### src/rtl/rll_key_sched_lock.sv
// Sequential key-scheduled logic lock: serial key load into a shadow register,
// atomic commit to the active key, and XOR/XNOR key gates on a PIPE-deep data path.
module rll_key_sched_lock #(
    parameter int                DATA_W        = 32,
    parameter int                KEY_W         = 32,
    parameter int                SHIFT_W       = 1,
    parameter logic [KEY_W-1:0]  INV_MASK      = '0,
    parameter int                PIPE          = 1,
    parameter int                BLANK_UNKEYED = 1
) (
    input  logic               i_clk,
    input  logic               i_rst,
    input  logic               i_key_start,
    input  logic               i_key_valid,
    output logic               o_key_ready,
    input  logic [SHIFT_W-1:0] i_key_data,
    output logic               o_key_loaded,
    output logic               o_key_commit,
    output logic               o_key_err,
    input  logic               i_din_valid,
    input  logic [DATA_W-1:0]  i_din,
    output logic               o_dout_valid,
    output logic [DATA_W-1:0]  o_dout
);

    localparam int CNT_W = $clog2(KEY_W + 1);

    typedef enum logic [1:0] {S_IDLE, S_LOAD, S_COMMIT} state_t;

    state_t             r_state;
    state_t             w_next;
    logic [CNT_W-1:0]   r_count;
    logic [CNT_W-1:0]   w_count_inc;
    logic [KEY_W-1:0]   r_shadow;
    logic [KEY_W-1:0]   r_key;
    logic [KEY_W-1:0]   w_shift;
    logic               r_loaded;
    logic               r_err;
    logic               w_accept;
    logic               w_last;
    logic [DATA_W-1:0]  w_gated;
    logic [DATA_W-1:0]  w_keyed;
    logic [DATA_W-1:0]  r_pdata  [PIPE];
    logic               r_pvalid [PIPE];

    assign w_accept    = i_key_valid && o_key_ready;
    assign w_count_inc = r_count + CNT_W'(SHIFT_W);
    assign w_last      = w_accept && !i_key_start && (w_count_inc == CNT_W'(KEY_W));

    // New beat enters at the MSBs so the first bit received ends up in key[0].
    generate
        if (SHIFT_W == KEY_W) begin : g_shift_full
            assign w_shift = i_key_data;
        end else begin : g_shift_part
            assign w_shift = {i_key_data, r_shadow[KEY_W-1:SHIFT_W]};
        end
    endgenerate

    always_ff @(posedge i_clk) begin
        if (i_rst) begin
            r_state <= S_IDLE;
        end else begin
            r_state <= w_next;
        end
    end

    always_comb begin
        w_next = r_state;
        case (r_state)
            S_IDLE:   if (i_key_start) w_next = S_LOAD;
            S_LOAD:   if (w_last) w_next = S_COMMIT;
            S_COMMIT: w_next = S_IDLE;
            default:  w_next = S_IDLE;
        endcase
    end

    always_comb begin
        o_key_ready  = 1'b0;
        o_key_commit = 1'b0;
        if (!i_rst) begin
            o_key_ready  = (r_state == S_LOAD);
            o_key_commit = (r_state == S_COMMIT);
        end
    end

    assign o_key_loaded = r_loaded;
    assign o_key_err    = r_err;

    // A restart always wins over a beat arriving in the same cycle.
    always_ff @(posedge i_clk) begin
        if (i_rst) begin
            r_count  <= '0;
            r_shadow <= '0;
            r_key    <= '0;
            r_loaded <= 1'b0;
            r_err    <= 1'b0;
        end else begin
            case (r_state)
                S_IDLE: begin
                    if (i_key_start) begin
                        r_count  <= '0;
                        r_shadow <= '0;
                    end
                end
                S_LOAD: begin
                    if (i_key_start) begin
                        if (r_count != '0) begin
                            r_err    <= 1'b1;
                            r_count  <= '0;
                            r_shadow <= '0;
                        end
                    end else if (w_accept) begin
                        r_shadow <= w_shift;
                        r_count  <= w_count_inc;
                    end
                end
                S_COMMIT: begin
                    r_key    <= r_shadow;
                    r_loaded <= 1'b1;
                    r_err    <= 1'b0;
                    r_count  <= '0;
                end
                default: ;
            endcase
        end
    end

    generate
        for (genvar g = 0; g < DATA_W; g++) begin : g_gate
            assign w_gated[g] = i_din[g] ^ r_key[g % KEY_W] ^ INV_MASK[g % KEY_W];
        end
    endgenerate

    assign w_keyed = (BLANK_UNKEYED != 0 && !r_loaded) ? '0 : w_gated;

    // Stage data is zeroed on idle cycles so dout reads 0 whenever dout_valid is low.
    always_ff @(posedge i_clk) begin
        if (i_rst) begin
            r_pvalid[0] <= 1'b0;
            r_pdata[0]  <= '0;
        end else begin
            r_pvalid[0] <= i_din_valid;
            r_pdata[0]  <= i_din_valid ? w_keyed : '0;
        end
    end

    generate
        for (genvar k = 1; k < PIPE; k++) begin : g_stage
            always_ff @(posedge i_clk) begin
                if (i_rst) begin
                    r_pvalid[k] <= 1'b0;
                    r_pdata[k]  <= '0;
                end else begin
                    r_pvalid[k] <= r_pvalid[k-1];
                    r_pdata[k]  <= r_pdata[k-1];
                end
            end
        end
    endgenerate

    assign o_dout_valid = r_pvalid[PIPE-1];
    assign o_dout       = r_pdata[PIPE-1];

endmodule

### config.mk
export PLATFORM = sky130hd
export DESIGN_NAME = rll_key_sched_lock
export DESIGN_NICKNAME = d
export VERILOG_FILES = /design/src/rtl/rll_key_sched_lock.sv
export SDC_FILE = /design/constraint.sdc
export NUM_CORES = 1
export LEC_CHECK = 0
export ABC_CLOCK_PERIOD_IN_PS = 1800
export CORE_MARGIN = 2
export CORE_UTILIZATION = 46
export DETAILED_ROUTE_END_ITERATION = 7
export GPL_TIMING_DRIVEN = 1
export PLACE_DENSITY = 0.83
export SETUP_SLACK_MARGIN = 0.2
export SYNTH_ARGS = -nofsm -noshare
export SYNTH_HDL_FRONTEND = slang
export SYNTH_SLANG_ARGS = --single-unit
### constraint.sdc
create_clock -name i_clk -period 1.8 [get_ports i_clk]
set_clock_uncertainty 0.2 [all_clocks]
set_input_delay 0.36 -clock i_clk [delete_from_list [all_inputs] [get_ports i_clk]]
set_output_delay 0.36 -clock i_clk [all_outputs]
set_load 0.005 [all_outputs]
Word level (Yosys, flattened, before mapping)
Memories as Yosys holds them, arrays and structs flattened.
Index checks and enable logic that the tools add are counted.
{"block": "totals", "out_inout_bits": 37, "ff_bits": 74, "mem_bits_rw": 33, "mem_count": 2, "word_cells": 92, "input_bits": 38}
{"block": "op_classes", "addsub": 1, "eq_ne": 9, "n_reduce_logical": 15, "muxes": 27, "bitwise": 32}
{"memory": "r_pdata", "depth": 1, "word_bits": 32, "read_ports": 1, "rd_clocked_by_memory_dff": 0, "write_ports": 1, "line_no": "43", "source": "logic [DATA_W-1:0] r_pdata [PIPE];"}
{"memory": "r_pvalid", "depth": 1, "word_bits": 1, "read_ports": 1, "rd_clocked_by_memory_dff": 0, "write_ports": 1, "line_no": "44", "source": "logic r_pvalid [PIPE];"}
{"operator": "$mux 32", "count": 7}
{"operator": "$pmux 32 s2", "count": 1}
{"operator": "$reduce_or 32->1", "count": 1}
{"operator": "$xor 1x1->1", "count": 32}
{"operator": "$mux 6", "count": 4}
{"operator": "$pmux 6 s3", "count": 1}
{"operator": "$mux 1", "count": 10}
{"operator": "$reduce_and 4->1", "count": 2}
{"operator": "$add 6x1->6 const B", "count": 1}
{"operator": "$eq 6x6->1 const B", "count": 1}
{"operator": "$ne 2x2->1 const B", "count": 3}
{"operator": "$reduce_bool 6->1", "count": 1}
{"operator": "$mux 2", "count": 2}
{"operator": "$pmux 2 s2", "count": 1}
{"operator": "$reduce_bool 2->1", "count": 2}
{"operator": "$logic_and 1x1->1", "count": 3}
{"operator": "$ne 3x2->1 const B", "count": 1}
{"operator": "$ne 3x3->1 const B", "count": 1}
{"operator": "$reduce_and 3->1", "count": 1}
{"operator": "$reduce_bool 3->1", "count": 1}
{"operator": "$eq 2x1->1 const B", "count": 1}
{"operator": "$eq 2x2->1 const B", "count": 1}
{"operator": "$logic_not 2->1", "count": 1}
{"operator": "$ne 2x1->1 const B", "count": 1}
{"operator": "4 further kinds", "count": 4}

Depth between registers and ports, before layout
Gate-level depths: netlist (run 1).
{"block": "logic_depth", "word_depth": 7, "ltp_mapped": 7, "mapped_depth_nobuf": 5}

Least setup slack after synthesis (run 1)
OpenSTA, ideal clock, no wires.
{"block": "synth_timing", "kind": "input to register", "from": "input i_rst", "to": "register r_shadow[0]", "setup_ns": 0.118, "path_slack_ns": -0.090, "n_path_buf": 3, "arrival_time_ns": 1.572, "t_required_ns": 1.482, "cell_stages": 7, "cell_sequence": "buf_6 > and4bb_2 > nor2_1 > or3_1 > buf_6 > buf_12 > mux2i_1"}
{"block": "synth_between", "elab_chain_len": 4}
{"item": "start, declared", "line_no": "12", "source": "input logic i_rst,"}
{"item": "$mux 1", "line_no": "80", "source": "if (!i_rst) begin"}
{"item": "$logic_and 1x1->1", "line_no": "46", "source": "assign w_accept = i_key_valid && o_key_ready;"}
{"item": "$ne 3x3->1 (no source line)"}
{"item": "$reduce_and 4->1 (no source line)"}
{"item": "end signal, assigned", "line_no": "113", "source": "r_shadow <= w_shift;"}
{"item": "end, declared", "line_no": "34", "source": "logic [KEY_W-1:0] r_shadow;"}
Parallel ways exist; a longest one is shown, timed or not.
A chain may end at the register's enable or synchronous reset.

Final worst setup path (run 1)
{"block": "layout_timing", "from": "register r_count[3]", "to": "register r_shadow[12]"}
{"block": "layout_between", "elab_chain_len": 3}
{"item": "start, declared", "line_no": "32", "source": "logic [CNT_W-1:0] r_count;"}
{"item": "start signal, assigned", "line_no": "114", "source": "r_count <= w_count_inc;"}
{"item": "$reduce_bool 6->1", "line_no": "107", "source": "if (r_count != '0) begin"}
{"item": "$ne 3x2->1 (no source line)"}
{"item": "$reduce_and 4->1 (no source line)"}
Every way passes these cells.

==> run_results.csv, run 1 <==
group,metric,value,unit
clock_tree,cts_htree_levels,3,
grt,grt_pass1_vias,3046,
detailed_routing,drt_pre_antenna_iters,5,
synth,postSynthCellCount,383,
power,peakVddDrop,391.3,uV
timing,tightest_slew,0.3540,ns
flow_run,cap_violations,0,
synth,syn-num-nets,424,
timing,finalCritPeriodShare,1.041,
outcome,failed_checks,"setup timing",
synth,synthAdderAreaFrac,0.009308,
floorplanning,fp.dieArea,9532,sq um
floorplanning,rows,34,
placed_design,port_buffers,74,
timing,timing.fmax,0.5339,GHz
floorplanning,die_h,97.63,um
clock_tree,numCtsBuffers,9,
detailed_routing,routed_wl,9273,um
clock_tree,clkLatencyLatePin,0.37,ns
detailed_routing,viasPerCell,5.028,
outcome,status,"complete, but fails checks",
critical_path,r2r-start,"r_count[3]",
grt,grt_max_degree,33,
timing,slew-limit-headroom,0.7623,
critical_path,crit_fanout,16,
final_layout,n_antenna_cell,0,
synth,synth_seq_cells,107,
detailed_routing,drc,0,
synth,ys_types,34,
detailed_routing,wl_per_cell,15.46,um
synth,yosysWarnings,0,
grt,antenna_found_initial,0,
synth,yosysSeqAreaShare,0.5312,
critical_path,path_depth,5,
hold_path,min-delay-start,"o_key_err",
critical_path,crit_path_end_kind,"flop",
grt,grt_pass1_wl,14390,um
placed_design,dp_hpwl,5138,um
clock_tree,cts.sinks,107,
synth,synth_mux_area_frac,0.08439,
placed_design,gp_congestion,0.7634,
synth,synth_xor_area_frac,0.07602,
detailed_routing,first_iter_violations,111,
grt,grt_overflow_total,0,
synth,synth_top_family_by_area,"simple AND/OR/NAND/NOR gates",
critical_path,critical_path.startpoint,"r_count[3]",
clock_tree,cts_root_buf,"clkbuf_8",
detailed_routing,vias,3017,
critical_path,setup.worst_path.class,"flop to flop",
hold_path,min_path_cells,1,
timing,setup_ws,-0.07296,ns
power,p_per_area,741.5,nW/um^2
clock_tree,cts_tree,"done",
critical_path,rr_worst_depth,5,
critical_path,cpLargestDelayFamily,"simple AND/OR/NAND/NOR gates",
floorplanning,die_w,97.63,um
timing,rsz0062_at_grt,"yes",
synth,synth-simple-area-share,0.1589,
critical_path,cp.arrival,1.96,ns
clock_tree,max-clock-path-buffers,2,
hold_path,hp-class,"flop to flop",
placed_design,dp_worst_setup_slack,-0.5561,ns
timing,hold_violations,0,
timing,drv_slew,0,
power,power_leakage,2.266,nW
critical_path,critPathLaunchType,"flop",
critical_path,critPathSlowestCell,"dfxtp_4",
synth,avgSynthCellArea,10.53,sq um
detailed_routing,drtAntennaViolNets,0,
critical_path,required,1.89,ns
final_layout,drive_above_1_share,0.2114,
placed_design,dpl_cell_area,4975,sq um
grt,track_usage,0.1862,
synth,synth_area,4033,sq um
critical_path,max_stage_delay,0.37,ns
final_layout,area_growth,38.63,%
timing,period_minus_slack,1.873,ns
critical_path,worstPathCellList,"nor4_4 -> and4_4 -> or3_4 -> buf_16 -> mux2i_1",
clock_tree,clk_pin_slew_worst_paths,0.10,ns
critical_path,worst-path-buf-inv,1,
final_layout,nets,528,
floorplanning,core_area,8593,sq um
timing,setup_viol,33,
floorplanning,initial_core_util,0.4693,
floorplanning,design.portCount,75,
final_layout,final_area,5590,sq um
synth,synth_compound_area_frac,0.09587,
==> placed cells by master, fill, tap and decap left out, types with 4 or more instances in the layout <==
master,Yosys,routed
nor2_1,39,38
buf_4,0,22
xnor2_1,35,33
clkbuf_8,0,9
a22o_1,32,32
dfxtp_2,0,7
clkdlybuf4s50_1,0,35
nand2_1,38,35
nand2b_1,35,34
buf_12,3,4
buf_6,3,14
dlygate4sd2_1,0,37
dfxtp_1,107,97
mux2i_1,34,33
==> cells in the mapped netlist <==
cell	n	area, sq um
dfxtp_1	107	2142
nor2_1	39	146.4
nand2_1	38	142.6
nand2b_1	35	219.0
xnor2_1	35	306.5
mux2i_1	34	340.3
a22o_1	32	280.3
clkbuf_1	14	52.55
buf_2	5	25.02
a21oi_1	4	20.02
buf_12	3	60.06
buf_6	3	33.78
ha_1	3	37.54
nor2b_1	3	18.77
a211oi_1	2	15.01
inv_1	2	7.510
nand3_1	2	10.01
nand3b_1	2	15.01
nor3b_1	2	15.01
nor4_1	2	12.51
o21a_1	2	15.01
or3_1	2	12.51
a2111oi_2	1	15.01
a211oi_2	1	12.51
a22oi_1	1	7.510
a311oi_1	1	8.760
and2_1	1	6.260
and2b_1	1	7.510
and4_1	1	8.760
and4bb_2	1	12.51
nand4b_1	1	8.760
nor3_1	1	5.000
o21ai_0	1	5.000
o31ai_1	1	7.510
==> stage by stage <==
stage	cells	total power (W)	setup TNS (ns)	hold slack (ns)	util
final	600	0.004145	-1.095	0.2668	0.6506
after global routing	600	0.004291	-2.579	0.2903	0.6506
after CTS	593	0.004159	0	0.2715	0.6363
after detailed placement	562	0.002708	-27.14	0.2668	0.5789
after global placement	562	0.002704	-25.00	0.2554	0.5789
after floorplan	383	0.002594	-2.428	0.2485	-
==> metal layers <==
metal / GRT usage / vias up / wire, um
met2: 0.3103 / 75 / 4599
met3: 0.04245 / 20 / 438
met1: 0.2286 / 1432 / 4029
met4: 0.08654 / 0 / 206
li1: - / 1490 / -
met5: 0 / - / 0
==> cell families after synthesis <==
kind of cell / count (synthesis)
AO/OA/AOI/OAI: 46
XOR/XNOR: 35
flip-flops: 107
multiplexers: 34
buffers and inverters: 27
AND/OR/NAND/NOR: 131
adder cells (fa/ha/maj): 3
==> area by class of cell <==
| type | instances | area (sq um) |
|---|---|---|
| Clock buffer | 12 | 135.1 |
| Clock inverter | 4 | 51.30 |
| Fill cell | 645 | 3003 |
| Inverter | 2 | 7.507 |
| Multi-Input combinational cell | 249 | 1907 |
| Sequential cell | 107 | 2162 |
| Tap cell | 108 | 135.1 |
| Timing Repair Buffer | 118 | 1192 |
==> power by group <==
| part | internal (W) | switching, W | leakage [nW] |
|---|---|---|---|
| logic | 0.000212 | 0.000139 | 1.31 |
| clock network | 0.000646 | 0.000779 | 0.0906 |
| registers | 0.00237 | 0.00000365 | 0.868 |
| total | 0.00322 | 0.000922 | 2.27 |
==> what timing repair did <==
action | 4_1_cts | 5_1_grt
gates resized for setup | 99 | 10
buffers inserted | 13 | 5
pin swaps | 12 | 9
gates cloned | 2 | 2
hold buffers | 0 | 0
endpoints found under the setup margin | 109 | 42
==> path summary, 6_finish.rpt <==
kind,slack [ns],to
hold / removal,0.27,o_key_err
setup / recovery,-0.07,r_shadow[12]
setup reg to reg,-0.07,r_shadow[12]
hold reg to reg,0.27,o_key_err
==> worst reg2reg max path, stage by stage (launching register included) <==
cell,delay (ns)
dfxtp_4,0.37
nor4_4,0.33
and4_4,0.29
or3_4,0.21
buf_16,0.19
mux2i_1,0.22
==> state kept, by name, summed over array words and instances (netlist names) <==
name          count
r_pdata          32
o_key_err         1
r_shadow         32
r_pvalid          1
r_state           2
o_key_loaded      1
r_count           6
r_key            32
Power figures use the tool's default switching activity.
==> run 2: changes to the inputs <==
SKIP_CTS_REPAIR_TIMING = 1   (was unset)
==> run 2 against run 1 <==
  * The flow still finishes with violations (setup timing)
  * Die area stayed put
  * Clock power hardly changed
  * Via count is 1.6% lower
  * Combinational power is 6.0% lower
  * Sequential power hardly changed
  * Setup slack better by 0.0044 ns
  * Critical endpoint is now r_shadow[13]
==> run_results.csv, run 2 (synthesis gave the netlist of run 1 again) <==
group,metric,value,unit
outcome,status,"complete, but fails checks",
outcome,failed_checks,"setup timing",
placed_design,placed_cells,562,
final_layout,final_cell_mix,"89 x dfxtp_1, 38 x nand2_1, 38 x nor2_1",
grt,grt_pass1_vias,2761,
floorplanning,initial_core_util,0.4693,
final_layout,multi_input_comb_area,1864,sq um
detailed_routing,wl_per_cell,14.84,um
critical_path,max_stage_delay,0.51,ns
timing,slew-limit-headroom,0.7676,
power,p_clk_frac,0.346,
timing,whs,0.1949,ns
power,p_switching,0.0009140,W
flow_run,cap_violations,0,
power,power.internal,0.003213,W
grt,antenna_found_initial,0,
final_layout,seq_area,2167,sq um
critical_path,cp.arrival,1.92,ns
final_layout,fillers,637,
critical_path,setup.worst_path.class,"input port to flop",
timing,drv_slew,0,
critical_path,r2r_setup_slack,-0.02,ns
critical_path,required,1.85,ns
final_layout,stdcell_count,587,
power,peakVddDrop,402.3,uV
detailed_routing,viasPerCell,5.058,
critical_path,worstPathCellList,"clkdlybuf4s50_1 -> and4_4 -> or3_4 -> buf_12 -> mux2i_4",
power,p_sw_frac,0.2215,
grt,grt_pass1_wl,12900,um
final_layout,area_growth,36.95,%
power,pwr-share-seq,0.574,
final_layout,reg_top3,"r_key (32), r_pdata (32), r_shadow (32)",
placed_design,port_buffers,74,
clock_tree,cts_tree,"done",
timing,timing.fmax,0.5352,GHz
critical_path,critPathLaunchType,"input port",
power,power,0.004127,W
floorplanning,fp.dieArea,9532,sq um
grt,grt_overflow_total,0,
critical_path,crit_path_end_kind,"flop",
timing,rsz0062_at_grt,"yes",
detailed_routing,drt_pre_antenna_iters,4,
placed_design,dp_hpwl,5138,um
clock_tree,clkLatencyLatePin,0.36,ns
power,power_leakage,2.680,nW
timing,tightest_slew,0.3485,ns
final_layout,final_common_cell,"dfxtp_1",
clock_tree,cts.sinks,107,
floorplanning,die_w,97.63,um
detailed_routing,first_iter_violations,109,
final_layout,nets,515,
detailed_routing,drc,0,
critical_path,critPathSlowestCell,"clkdlybuf4s50_1",
critical_path,crit_fanout,8,
final_layout,utilization,0.6427,
floorplanning,die_h,97.63,um
placed_design,gp_congestion,0.7634,
clock_tree,cts_root_buf,"clkbuf_8",
power,p_per_area,747.3,nW/um^2
clock_tree,numCtsBuffers,9,
floorplanning,design.portCount,75,
final_layout,n_antenna_cell,0,
clock_tree,cts_htree_levels,3,
timing,setup_viol,27,
floorplanning,rows,34,
clock_tree,clk_pin_slew_worst_paths,0.10,ns
hold_path,hp-class,"input port to flop",
detailed_routing,drtAntennaViolNets,0,
final_layout,drive_above_1_share,0.1858,
detailed_routing,routed_wl,8713,um
grt,grt_max_degree,33,
timing,finalCritPeriodShare,1.038,
floorplanning,core_area,8593,sq um
detailed_routing,vias,2969,
power,combPwrFrac,0.080,
grt,track_usage,0.1655,
final_layout,final_area,5523,sq um
placed_design,dpl_cell_area,4975,sq um
timing,period_minus_slack,1.869,ns
timing,hold_violations,0,
timing,setup_ws,-0.06859,ns
clock_tree,max-clock-path-buffers,2,
==> run 2: cell count changes in the layout (fill, tap and decap cells not counted), sizes merged <==
cell          change
buf              -15
dlymetal6s2s     +37
dlygate4sd2      -37
clkbuf            +2
==> run 2: final cells by class <==
class                           count  area share
Inverter                            2    0.001359
Sequential cell                   107      0.3924
Clock inverter                      4    0.009289
Multi-Input combinational cell    249      0.3376
Clock buffer                       12     0.02447
Tap cell                          108     0.02447
Timing Repair Buffer              105      0.2105
==> run 2: per-layer routing <==
metal / vias up / track usage / wire (um)
li1: 1462 / - / -
met1: 1419 / 0.2173 / 3812
met2: 77 / 0.2621 / 4313
met3: 11 / 0.03885 / 452
met4: 0 / 0.06944 / 133
met5: - / 0 / 0
==> run 2: through the flow <==
| step | setup WS, ns | setup TNS, ns |
|---|---|---|
| after global routing | -0.08976 | -1.542 |
| after global placement | -0.5232 | -25.00 |
| after detailed placement | -0.5561 | -27.14 |
| after CTS | -0.5243 | -6.426 |
| after floorplan | -0.08095 | -2.428 |
| final | -0.06859 | -0.5098 |
==> run 2: power by group through the flow <==
stage                     logic, W  clock network, W  registers (W)
after floorplan           0.000166                 0        0.00243
after global routing      0.000350           0.00154        0.00237
final                     0.000330           0.00143        0.00237
after global placement    0.000277                 0        0.00243
after detailed placement  0.000282                 0        0.00243
after CTS                 0.000284           0.00146        0.00237
==> run 2: worst max-delay path: cells and delay by family <==
kind / cells / cell delay (ns)
buffers and inverters: 2 / 0.69
AND/OR/NAND/NOR: 2 / 0.69
multiplexers: 1 / 0.18
==> run 2: path summary, 6_finish.rpt <==
path	cells past startpoint	end	startpoint
worst min-delay path	3	r_pvalid[0]	i_rst
worst max-delay path	5	r_shadow[13]	i_key_start
worst min register to register	2	r_shadow[8]	r_shadow[9]
worst max register to register	5	r_shadow[13]	r_state[0]
==> run 3: changes to the inputs <==
CORE_MARGIN = 8   (was 2)
==> run 3 against run 2 <==
  * Routed wire length rose by 4.9%
  * Die area rose by 26%
  * Via count rose by 0.37%
  * Clock power barely moved
  * The flow now finishes without violations
  * Register-to-register slack improved by 0.03 ns
==> run_results.csv, run 3 (synthesis gave the netlist of run 1 again) <==
group,metric,value,unit
clock_tree,cts_htree_levels,3,
final_layout,final_common_cell,"dfxtp_1",
placed_design,gp_congestion,0.7555,
clock_tree,cts_root_buf,"clkbuf_8",
grt,track_usage,0.1386,
final_layout,utilization,0.6554,
critical_path,r2r_end,"r_state[0]",
critical_path,worstPathCellList,"buf_4 -> nand2_1 -> or3_4 -> a2111oi_4 -> nor4_1",
power,power,0.004144,W
final_layout,n_antenna_cell,0,
critical_path,required,1.85,ns
critical_path,worst-path-buf-inv,1,
floorplanning,die_h,109.6,um
detailed_routing,drtAntennaViolNets,0,
detailed_routing,drt_pre_antenna_iters,4,
power,power_leakage,2.737,nW
critical_path,r2r_setup_slack,0.007,ns
detailed_routing,wl_per_cell,15.42,um
floorplanning,die_w,109.6,um
detailed_routing,drc,0,
grt,grt_pass1_wl,13350,um
hold_path,holdPathEnd,"o_key_loaded",
critical_path,cpLargestDelayFamily,"simple AND/OR/NAND/NOR gates",
placed_design,port_buffers,74,
critical_path,rr_worst_depth,5,
floorplanning,core_area,8593,sq um
critical_path,max_stage_delay,0.39,ns
critical_path,critPathLaunchType,"flop",
grt,grt_pass1_vias,2919,
power,peakVddDrop,504.6,uV
floorplanning,initial_core_util,0.4693,
hold_path,min_path_cells,3,
grt,grt_max_degree,33,
timing,drv_slew,0,
timing,slew-limit-headroom,0.7671,
detailed_routing,vias,2980,
clock_tree,clkLatencyLatePin,0.36,ns
flow_run,cap_violations,0,
critical_path,crit_path_end_kind,"flop",
hold_path,hp-class,"input port to flop",
clock_tree,clk_pin_slew_worst_paths,0.10,ns
clock_tree,max-clock-path-buffers,2,
floorplanning,design.portCount,75,
critical_path,r2r-start,"r_count[4]",
critical_path,cp.arrival,1.84,ns
final_layout,final_cell_mix,"93 x dfxtp_1, 38 x nand2_1, 38 x nor2_1, 38 x dlymetal6s2s_1, 35 x nand2b_1",
clock_tree,numCtsBuffers,9,
outcome,status,"complete, no violations",
detailed_routing,routed_wl,9142,um
hold_path,min-delay-start,"i_rst",
final_layout,nets,521,
timing,period_minus_slack,1.793,ns
floorplanning,fp.dieArea,12020,sq um
clock_tree,cts.sinks,107,
timing,timing.fmax,0.5578,GHz
placed_design,dp_hpwl,5620,um
critical_path,crit_fanout,3,
timing,whs,0.2188,ns
clock_tree,cts_tree,"done",
power,p_per_area,735.9,nW/um^2
final_layout,drive_above_1_share,0.1959,
critical_path,setup.worst_path.class,"flop to flop",
grt,grt_overflow_total,0,
timing,finalCritPeriodShare,0.9960,
timing,setup_viol,0,
detailed_routing,viasPerCell,5.025,
detailed_routing,first_iter_violations,106,
floorplanning,rows,34,
timing,rsz0062_at_grt,"yes",
critical_path,critPathSlowestCell,"a2111oi_4",
final_layout,area_growth,39.65,%
critical_path,path_depth,5,
timing,tightest_slew,0.3494,ns
grt,antenna_found_initial,1,
final_layout,reg_top3,"r_key (32), r_pdata (32), r_shadow (32)",
timing,hold_violations,0,
run 3: cell types whose count changed in the layout (fill, tap and decap cells not counted), moves of 2 or more:
cell / before / now
clkbuf_8: 9 / 11
inv_6: 0 / 3
dfxtp_2: 17 / 12
nor3b_4: 0 / 2
dfxtp_1: 89 / 93
buf_6: 1 / 7
nor3b_2: 2 / 0
clkbuf_1: 3 / 0
run 3: layout make-up:
cell class | count | area, sq um
clock buffers | 11 | 151.4
clock inverters | 5 | 42.54
fillers | 619 | 2962
inverters | 2 | 7.507
multi-input cells | 249 | 1881
flip-flops and latches | 107 | 2165
well taps | 108 | 135.1
repair buffers | 111 | 1250
run 3: where the power goes:
part           total, W  internal [W]  leakage [nW]  switching, W
sequential      0.00237       0.00237         0.869    0.00000333
clock           0.00142      0.000597        0.0969      0.000827
combinational  0.000349      0.000213          1.77      0.000136
run 3: stage by stage:
step	cell area (sq um)	worst slack, ns	std cells	setup TNS (ns)
2_1_floorplan	4058	-0.08095	383	-2.428
3_3_place_gp	4997	-0.5298	565	-25.23
3_5_place_dp	4997	-0.5651	565	-28.56
4_1_cts	5191	-0.4909	581	-6.741
5_1_grt	5632	-0.04796	593	-0.4923
6_report	5632	0.007144	593	0
run 3: worst min-delay path: stages:
cell,delay [ns]
dlymetal6s2s_1,0.15
buf_4,0.19
nor2_1,0.06
run 3: worst max path at each step:
stage                     startpoint            to  slack, ns
after floorplan                i_rst   r_shadow[0]      -0.08
after global placement         i_rst   r_shadow[7]      -0.53
after detailed placement       i_rst  r_shadow[27]      -0.57
after CTS                      i_rst   o_key_ready      -0.49
after global routing      r_count[2]  r_shadow[25]      -0.05
final                     r_count[4]    r_state[0]      0.007
run 3: routing by layer:
| metal | track usage | routed length, um |
|---|---|---|
| met3 | 0.03927 | 468 |
| met5 | 0 | 13 |
| met2 | 0.2317 | 4496 |
| met4 | 0.06654 | 124 |
| met1 | 0.1602 | 4038 |
